`config.mk`:
```
export PLATFORM = sky130hd
export DESIGN_NAME = datapath_flat
export DESIGN_NICKNAME = d
export VERILOG_FILES = /design/src/rtl/datapath_if.sv /design/src/rtl/datapath.sv /design/src/flat_wrapper.sv
export SDC_FILE = /design/constraint.sdc
export NUM_CORES = 1
export LEC_CHECK = 0
export ABC_AREA = 1
export BUFFER_PORTS_ARGS = -buffer_cell sky130_fd_sc_hd__buf_2
export CAP_MARGIN = 10
export CORE_ASPECT_RATIO = 1.1
export CORE_UTILIZATION = 40
export CTS_BUF_LIST = sky130_fd_sc_hd__clkbuf_8
export DETAILED_ROUTE_END_ITERATION = 8
export HOLD_SLACK_MARGIN = 0.1
export PLACE_DENSITY = 0.68
export SLEW_MARGIN = 20
export SYNTH_ARGS = -nofsm -noshare
export SYNTH_HDL_FRONTEND = slang
export SYNTH_SLANG_ARGS = --single-unit
```
`constraint.sdc`:
```
create_clock -name clk -period 8.5 [get_ports clk]
set_input_delay 0.425 -clock clk [delete_from_list [all_inputs] [get_ports clk]]
set_output_delay 0.425 -clock clk [all_outputs]
set_load 0.02 [all_outputs]
```
`src/rtl/datapath_if.sv`:
```
// -----------------------------------------------------------------------------
// k_and_s_pkg  : shared types for the K&S processor (instruction decode,
//                ALU operation select, status flags).
// datapath_if  : control/RAM bundle between control_unit, RAM and datapath.
//   master : driven by control unit / RAM side (strobes, operation, data_in)
//   slave  : the datapath (decoded_instruction, flags, ram_addr, data_out)
// -----------------------------------------------------------------------------
package k_and_s_pkg;

  typedef enum logic [3:0] {
    I_NOP,
    I_LOAD,
    I_STORE,
    I_MOVE,
    I_ADD,
    I_SUB,
    I_AND,
    I_OR,
    I_BRANCH,
    I_BZERO,
    I_BNEG,
    I_HALT
  } decoded_instruction_type;

  typedef enum logic [1:0] {
    ALU_ADD = 2'b00,
    ALU_SUB = 2'b01,
    ALU_AND = 2'b10,
    ALU_OR  = 2'b11
  } alu_op_e;

  typedef struct packed {
    logic zero;
    logic neg;
    logic unsigned_ov;
    logic signed_ov;
  } flags_t;

endpackage

interface datapath_if #(
  parameter int ADDR_WIDTH = 5
);
  logic                            branch;
  logic                            pc_enable;
  logic                            ir_enable;
  logic                            write_reg_enable;
  logic                            addr_sel;
  logic                            c_sel;
  logic [1:0]                      operation;
  logic                            flags_reg_enable;
  k_and_s_pkg::decoded_instruction_type decoded_instruction;
  logic                            zero_op;
  logic                            neg_op;
  logic                            unsigned_overflow;
  logic                            signed_overflow;
  logic [ADDR_WIDTH-1:0]           ram_addr;
  logic [15:0]                     data_in;
  logic [15:0]                     data_out;

  modport master (
    output branch, pc_enable, ir_enable, write_reg_enable, addr_sel, c_sel,
           operation, flags_reg_enable, data_in,
    input  decoded_instruction, zero_op, neg_op, unsigned_overflow,
           signed_overflow, ram_addr, data_out
  );

  modport slave (
    input  branch, pc_enable, ir_enable, write_reg_enable, addr_sel, c_sel,
           operation, flags_reg_enable, data_in,
    output decoded_instruction, zero_op, neg_op, unsigned_overflow,
           signed_overflow, ram_addr, data_out
  );
endinterface

```
`src/rtl/datapath.sv`:
```
// -----------------------------------------------------------------------------
// datapath : execution datapath of the K&S processor.
//   Holds PC, IR, a 4x16 register file, the ALU and the flags register.
//   clk  : rising-edge clock
//   rst  : asynchronous, active-high reset
//   bus  : datapath_if.slave -- control strobes and RAM data in; decoded
//          instruction, registered flags, RAM address and write data out.
// -----------------------------------------------------------------------------
module datapath
  import k_and_s_pkg::*;
#(
  parameter int ADDR_WIDTH = 5
) (
  input  logic      clk,
  input  logic      rst,
  datapath_if.slave bus
);

  logic [ADDR_WIDTH-1:0] pc_q, pc_d;
  logic [15:0]           ir_q, ir_d;
  logic [15:0]           regs_q [4];
  logic [15:0]           regs_d [4];
  flags_t                flags_q, flags_d;

  decoded_instruction_type dec;
  logic [1:0]              r_c, r_a, r_b;
  logic [ADDR_WIDTH-1:0]   addr;
  logic [15:0]             alu_a, alu_b, alu_res, wr_data;
  logic [16:0]             alu_wide;
  flags_t                  alu_flags;

  // Opcode/padding bits not otherwise used are folded into a sink.
  logic unused_ir_bits;
  assign unused_ir_bits = ^ir_q[11:4];

  assign r_c  = ir_q[9:8];
  assign r_a  = ir_q[3:2];
  assign r_b  = ir_q[1:0];
  assign addr = ir_q[ADDR_WIDTH-1:0];

  // Decode depends on the IR only, never on strobes.
  always_comb begin
    // NOTE: every always_comb output gets a default first so no path can
    // leave it unassigned and infer a latch.
    dec = I_NOP;
    case (ir_q[15:12])
      4'h1:    dec = I_LOAD;
      4'h2:    dec = I_STORE;
      4'h3:    dec = I_MOVE;
      4'h4:    dec = I_ADD;
      4'h5:    dec = I_SUB;
      4'h6:    dec = I_AND;
      4'h7:    dec = I_OR;
      4'h8:    dec = I_BRANCH;
      4'h9:    dec = I_BZERO;
      4'hA:    dec = I_BNEG;
      4'hF:    dec = I_HALT;
      default: dec = I_NOP;
    endcase
  end

  // ALU. MOVE is issued as ADD with B forced to zero, yielding R[r_a].
  always_comb begin
    alu_a     = regs_q[r_a];
    alu_b     = (dec == I_MOVE) ? 16'h0000 : regs_q[r_b];
    alu_wide  = '0;
    alu_flags = '0;
    case (alu_op_e'(bus.operation))
      ALU_ADD: begin
        alu_wide              = {1'b0, alu_a} + {1'b0, alu_b};
        alu_flags.unsigned_ov = alu_wide[16];
        alu_flags.signed_ov   = (alu_a[15] == alu_b[15]) && (alu_wide[15] != alu_a[15]);
      end
      ALU_SUB: begin
        // Bit 16 of the widened difference is the borrow, i.e. A < B unsigned.
        alu_wide              = {1'b0, alu_a} - {1'b0, alu_b};
        alu_flags.unsigned_ov = alu_wide[16];
        alu_flags.signed_ov   = (alu_a[15] != alu_b[15]) && (alu_wide[15] != alu_a[15]);
      end
      ALU_AND: alu_wide = {1'b0, alu_a & alu_b};
      ALU_OR:  alu_wide = {1'b0, alu_a | alu_b};
      default: alu_wide = '0;
    endcase
    alu_res        = alu_wide[15:0];
    alu_flags.zero = (alu_res == 16'h0000);
    alu_flags.neg  = alu_res[15];
  end

  // Next-state for PC, IR, register file and flags.
  always_comb begin
    pc_d    = pc_q;
    ir_d    = ir_q;
    regs_d  = regs_q;
    flags_d = flags_q;
    wr_data = bus.c_sel ? bus.data_in : alu_res;

    if (bus.pc_enable) pc_d = bus.branch ? addr : pc_q + 1'b1;
    if (bus.ir_enable) ir_d = bus.data_in;
    // Sources above read regs_q, so r_c == r_a sees the pre-write value.
    if (bus.write_reg_enable) regs_d[r_c] = wr_data;
    if (bus.flags_reg_enable) flags_d = alu_flags;
  end

  always_ff @(posedge clk or posedge rst) begin
    if (rst) begin
      pc_q    <= '0;
      ir_q    <= '0;
      // NOTE: the register file is only four words, so it is cleared on
      // reset like ordinary flops rather than left as uninitialised memory.
      regs_q  <= '{default: '0};
      flags_q <= '0;
    end else begin
      // NOTE: non-blocking assignments so every flop samples pre-edge values.
      pc_q    <= pc_d;
      ir_q    <= ir_d;
      regs_q  <= regs_d;
      flags_q <= flags_d;
    end
  end

  assign bus.decoded_instruction = dec;
  assign bus.ram_addr            = bus.addr_sel ? pc_q : addr;
  assign bus.data_out            = regs_q[r_c];
  assign bus.zero_op             = flags_q.zero;
  assign bus.neg_op              = flags_q.neg;
  assign bus.unsigned_overflow   = flags_q.unsigned_ov;
  assign bus.signed_overflow     = flags_q.signed_ov;

endmodule

```
`src/flat_wrapper.sv`:
```
// flat-port wrapper written by rule: the top's interface ports become plain ports
module datapath_flat import k_and_s_pkg::*;
#(
  parameter int ADDR_WIDTH = 5
)
  (clk, rst, bus_branch, bus_pc_enable, bus_ir_enable, bus_write_reg_enable, bus_addr_sel, bus_c_sel, bus_operation, bus_flags_reg_enable, bus_data_in, bus_decoded_instruction, bus_zero_op, bus_neg_op, bus_unsigned_overflow, bus_signed_overflow, bus_ram_addr, bus_data_out);
  datapath_if #(.ADDR_WIDTH(ADDR_WIDTH)) bus_i ();
  input  logic clk;
  input  logic rst;
  input wire logic [$bits(bus_i.branch)-1:0] bus_branch;
  input wire logic [$bits(bus_i.pc_enable)-1:0] bus_pc_enable;
  input wire logic [$bits(bus_i.ir_enable)-1:0] bus_ir_enable;
  input wire logic [$bits(bus_i.write_reg_enable)-1:0] bus_write_reg_enable;
  input wire logic [$bits(bus_i.addr_sel)-1:0] bus_addr_sel;
  input wire logic [$bits(bus_i.c_sel)-1:0] bus_c_sel;
  input wire logic [$bits(bus_i.operation)-1:0] bus_operation;
  input wire logic [$bits(bus_i.flags_reg_enable)-1:0] bus_flags_reg_enable;
  input wire logic [$bits(bus_i.data_in)-1:0] bus_data_in;
  output wire logic [$bits(bus_i.decoded_instruction)-1:0] bus_decoded_instruction;
  output wire logic [$bits(bus_i.zero_op)-1:0] bus_zero_op;
  output wire logic [$bits(bus_i.neg_op)-1:0] bus_neg_op;
  output wire logic [$bits(bus_i.unsigned_overflow)-1:0] bus_unsigned_overflow;
  output wire logic [$bits(bus_i.signed_overflow)-1:0] bus_signed_overflow;
  output wire logic [$bits(bus_i.ram_addr)-1:0] bus_ram_addr;
  output wire logic [$bits(bus_i.data_out)-1:0] bus_data_out;
  assign bus_i.branch = bus_branch;
  assign bus_i.pc_enable = bus_pc_enable;
  assign bus_i.ir_enable = bus_ir_enable;
  assign bus_i.write_reg_enable = bus_write_reg_enable;
  assign bus_i.addr_sel = bus_addr_sel;
  assign bus_i.c_sel = bus_c_sel;
  assign bus_i.operation = bus_operation;
  assign bus_i.flags_reg_enable = bus_flags_reg_enable;
  assign bus_i.data_in = bus_data_in;
  assign bus_decoded_instruction = bus_i.decoded_instruction;
  assign bus_zero_op = bus_i.zero_op;
  assign bus_neg_op = bus_i.neg_op;
  assign bus_unsigned_overflow = bus_i.unsigned_overflow;
  assign bus_signed_overflow = bus_i.signed_overflow;
  assign bus_ram_addr = bus_i.ram_addr;
  assign bus_data_out = bus_i.data_out;
  datapath #(.ADDR_WIDTH(ADDR_WIDTH)) u_core (.clk(clk), .rst(rst), .bus(bus_i));
endmodule
```
==> results_dict.tcl <==
set metrics [dict create \
    max_clock_freq_mhz 244 \
    crit_type "reg -> reg" \
    gp_congestion 0.974 \
    async_flop_share_pct 100 \
    first_pass_iters 5 \
    drv_cap 0 \
    final-setup-viol-count 0 \
    clock-root-buffer "clkbuf_8" \
    initial_core_util_pct 41.2 \
    die-area_um2 19700 \
    tightest_slew_ns 0.983 \
    avgSynthCellArea_um2 6.53 \
    leakage_uw 0.00422 \
    place.detailed.hpwl_um 18100 \
    synth_fp_nets 1252 \
    drcViolationCount 0 \
    synth_edf_count 0 \
    core_area_um2 18600 \
    vias_per_cell 5.52 \
    worstSkewPairLatency_ns 0.36 \
    area_delta_synth_final_pct 7.48 \
    yosysWarnings 0 \
    startpoint_type "flip-flop" \
    io_pins 56 \
    drt_iter0_markers 705 \
    grt_pass1_vias 7431 \
    synth_most_common_cell "nand2_1" \
    period_needed_ns 4.10 \
    clockBufferDepth 2 \
    status "complete, no violations" \
    drv_slew 0 \
    cts_tree "built" \
    post_cts_resized 0 \
    cp-end-kind "flip-flop" \
    grt_use_total_pct 24.8 \
    grt_max_degree 85 \
    hp-class "in -> async" \
    numCtsBuffers 9 \
    rows 52 \
    netlist.top_cell.by_area "dfrtp_1" \
    h-tree-depth 3 \
    layout-drive-gt1-share_pct 10.7 \
    crit_required_ns 8.71 \
    num_antenna_cells 0 \
    holdBufCountCts 0 \
    relSlewSlack_pct 34.4 \
    setup_slack_ns 4.40 \
    portBuffers 55 \
    finClkSkew_ns 0.0152 \
    netlist.area_leader.share_pct 27.4 \
    place_ws_ns 4.50 \
    yosysSeqAreaShare_pct 27.4 \
    overflow 0 \
    grt_setup_unrepaired "false" \
    grt_pass1_wl_um 38600 \
    r2r_start "u_core.ir_q[0]$_DFFE_PP0P_" \
    path_clk_slew_ns 0.08 \
    cpMaxStageDelayCell "dfrtp_1" \
    die_x_um 134 \
    max-vdd-ir-drop_mv 0.117 \
    final_cell_area_um2 8240 \
    finish.utilization_pct 44.3 \
    synthCells 1173 \
    routed_wl_um 23900 \
    synth.top_cells.by_count "nand2_1 (290), inv_1 (178), nand3_1 (105), o21ai_0 (90), dfrtp_1 (84)" \
    post_cts_buffers 0 \
    crit_fanout 36 \
    antenna_left 0 \
    totalPowerFinal_uw 2260 \
    tns_ns 0 \
    crit_top_cell "inv_1" \
    netlist_area_um2 7660 \
    crit_path_max_incr_delay_ns 0.75 \
    rr_worst_depth 18 \
    ys.flop_type "dfrtp_1" \
    die_y_um 147 \
    r2r_slack_ns 4.40 \
    crit_arrival_ns 4.32 \
    ys_top_cells_by_area "dfrtp_1 (27%), nand2_1 (14%), inv_1 (8.7%)" \
    cts_sinks 84 \
    synthDistinctLibCells 42 \
    vias 7915 \
    synth_seq_cells 84 \
    num-nets-final 1267 \
    period_share_pct 48.3 \
    hold_viol_final 0 \
    antenna_found_initial 0 \
    power_density_nw_per_um2 275 \
    timing.rr.end "u_core.regs_q[24]$_DFFE_PP0P_" \
    placed_area_um2 8050 \
    avgRoutedWirePerCell_um 16.6 \
    path_cells "inv_1, buf_4, o21ai_0, nand3_1, inv_1, ha_1, inv_1, fa_1, inv_1, nand3_1, nand2_1, nand2_1, a21oi_1, nor2_1, nor2_1, nand2_1, nand3_1, o21ai_1" \
]
[sequential cells by signal (all words and copies together), names as in the netlist]
register / cells
u_core.bus.zero_op: 1
u_core.regs_q: 64
u_core.bus.unsigned_overflow: 1
u_core.bus.neg_op: 1
u_core.ir_q: 11
u_core.bus.signed_overflow: 1
u_core.pc_q: 5
[per-layer routing]
layer	GRT usage (%)	routed length [um]	vias up	share of wire (%)
met5	0	0	-	0
met4	9.83	815	0	3.4
met3	2.66	1610	52	6.7
met2	41.6	11200	327	47
met1	32.4	10200	3653	43
li1	-	-	3883	-
[cell usage in the layout, fill, tap and decap left out, drive strengths merged]
cell type / Yosys / layout
inv: 188 / 190
mux2i: 6 / 6
nor2: 67 / 67
nor3: 5 / 5
or2: 20 / 20
a32oi: 16 / 16
bufinv: 0 / 1
o21ai: 124 / 124
xor2: 2 / 2
o21bai: 6 / 6
buf: 18 / 61
nand3: 108 / 108
o22ai: 10 / 10
clkbuf: 39 / 10
a22oi: 17 / 17
fa: 2 / 2
nand3b: 5 / 5
clkinv: 2 / 4
nand4: 9 / 9
ha: 50 / 50
o221ai: 16 / 16
and2: 2 / 2
dfrtp: 84 / 84
a21oi: 61 / 61
nand2: 295 / 295
a31oi: 1 / 1
o211ai: 20 / 20
[cells by family after synthesis]
logic type	Yosys count	synth area share (%)
muxes	6	0.947
and+or+nand+nor	511	29.1
AOI/OAI and AO/OA	271	21.1
DFF	84	27.4
adders and majority gates	52	8.69
buffers and inverters	247	12.5
xor gates and xnor gates	2	0.229
[where the power goes]
part | total [uW] | switching [uW] | internal (uW)
Combinational | 1390 | 941 | 445
Sequential | 598 | 88.4 | 510
Clock | 280 | 141 | 139
Total | 2260 | 1170 | 1090
[worst max-delay path by stage]
stage | start | endpoint | slack [ns] | depth (start not counted)
after global routing | u_core.ir_q[0]$_DFFE_PP0P_ | u_core.regs_q[12]$_DFFE_PP0P_ | 3.96 | 18
after global placement | u_core.ir_q[0]$_DFFE_PP0P_ | u_core.regs_q[25]$_DFFE_PP0P_ | 4.56 | 16
after CTS | u_core.ir_q[0]$_DFFE_PP0P_ | u_core.regs_q[15]$_DFFE_PP0P_ | 4.48 | 17
after detailed placement | u_core.ir_q[0]$_DFFE_PP0P_ | u_core.regs_q[15]$_DFFE_PP0P_ | 4.50 | 17
final | u_core.ir_q[0]$_DFFE_PP0P_ | u_core.regs_q[24]$_DFFE_PP0P_ | 4.40 | 18
after floorplan | u_core.ir_q[2]$_DFFE_PP0P_ | u_core.regs_q[31]$_DFFE_PP0P_ | 5.53 | 19
[final cells by class]
class / count / area, um2
Clock buffer: 10 / 138
Tap cell: 243 / 304
Multi-Input combinational cell: 842 / 4610
Inverter: 190 / 717
Fill cell: 1980 / 10400
Clock inverter: 5 / 46.3
Sequential cell: 84 / 2100
Timing Repair Buffer: 61 / 324
[worst max-delay path, delay by kind of cell (launching register included)]
kind                       cells  cell delay [ns]
adders and majority gates      2             0.60
buffers and inverters          5             1.09
AOI/OAI and AO/OA              3             0.41
and+or+nand+nor                8             1.09
DFF                            1             0.75
[per-stage QoR]
stage / hold slack [ns] / cells
final: 0.264 / 1435
after floorplan: 0.453 / 1173
after CTS: 0.291 / 1435
after global routing: 0.313 / 1435
after global placement: 0.463 / 1420
after detailed placement: 0.461 / 1420
(Power assumes the default switching activity.)
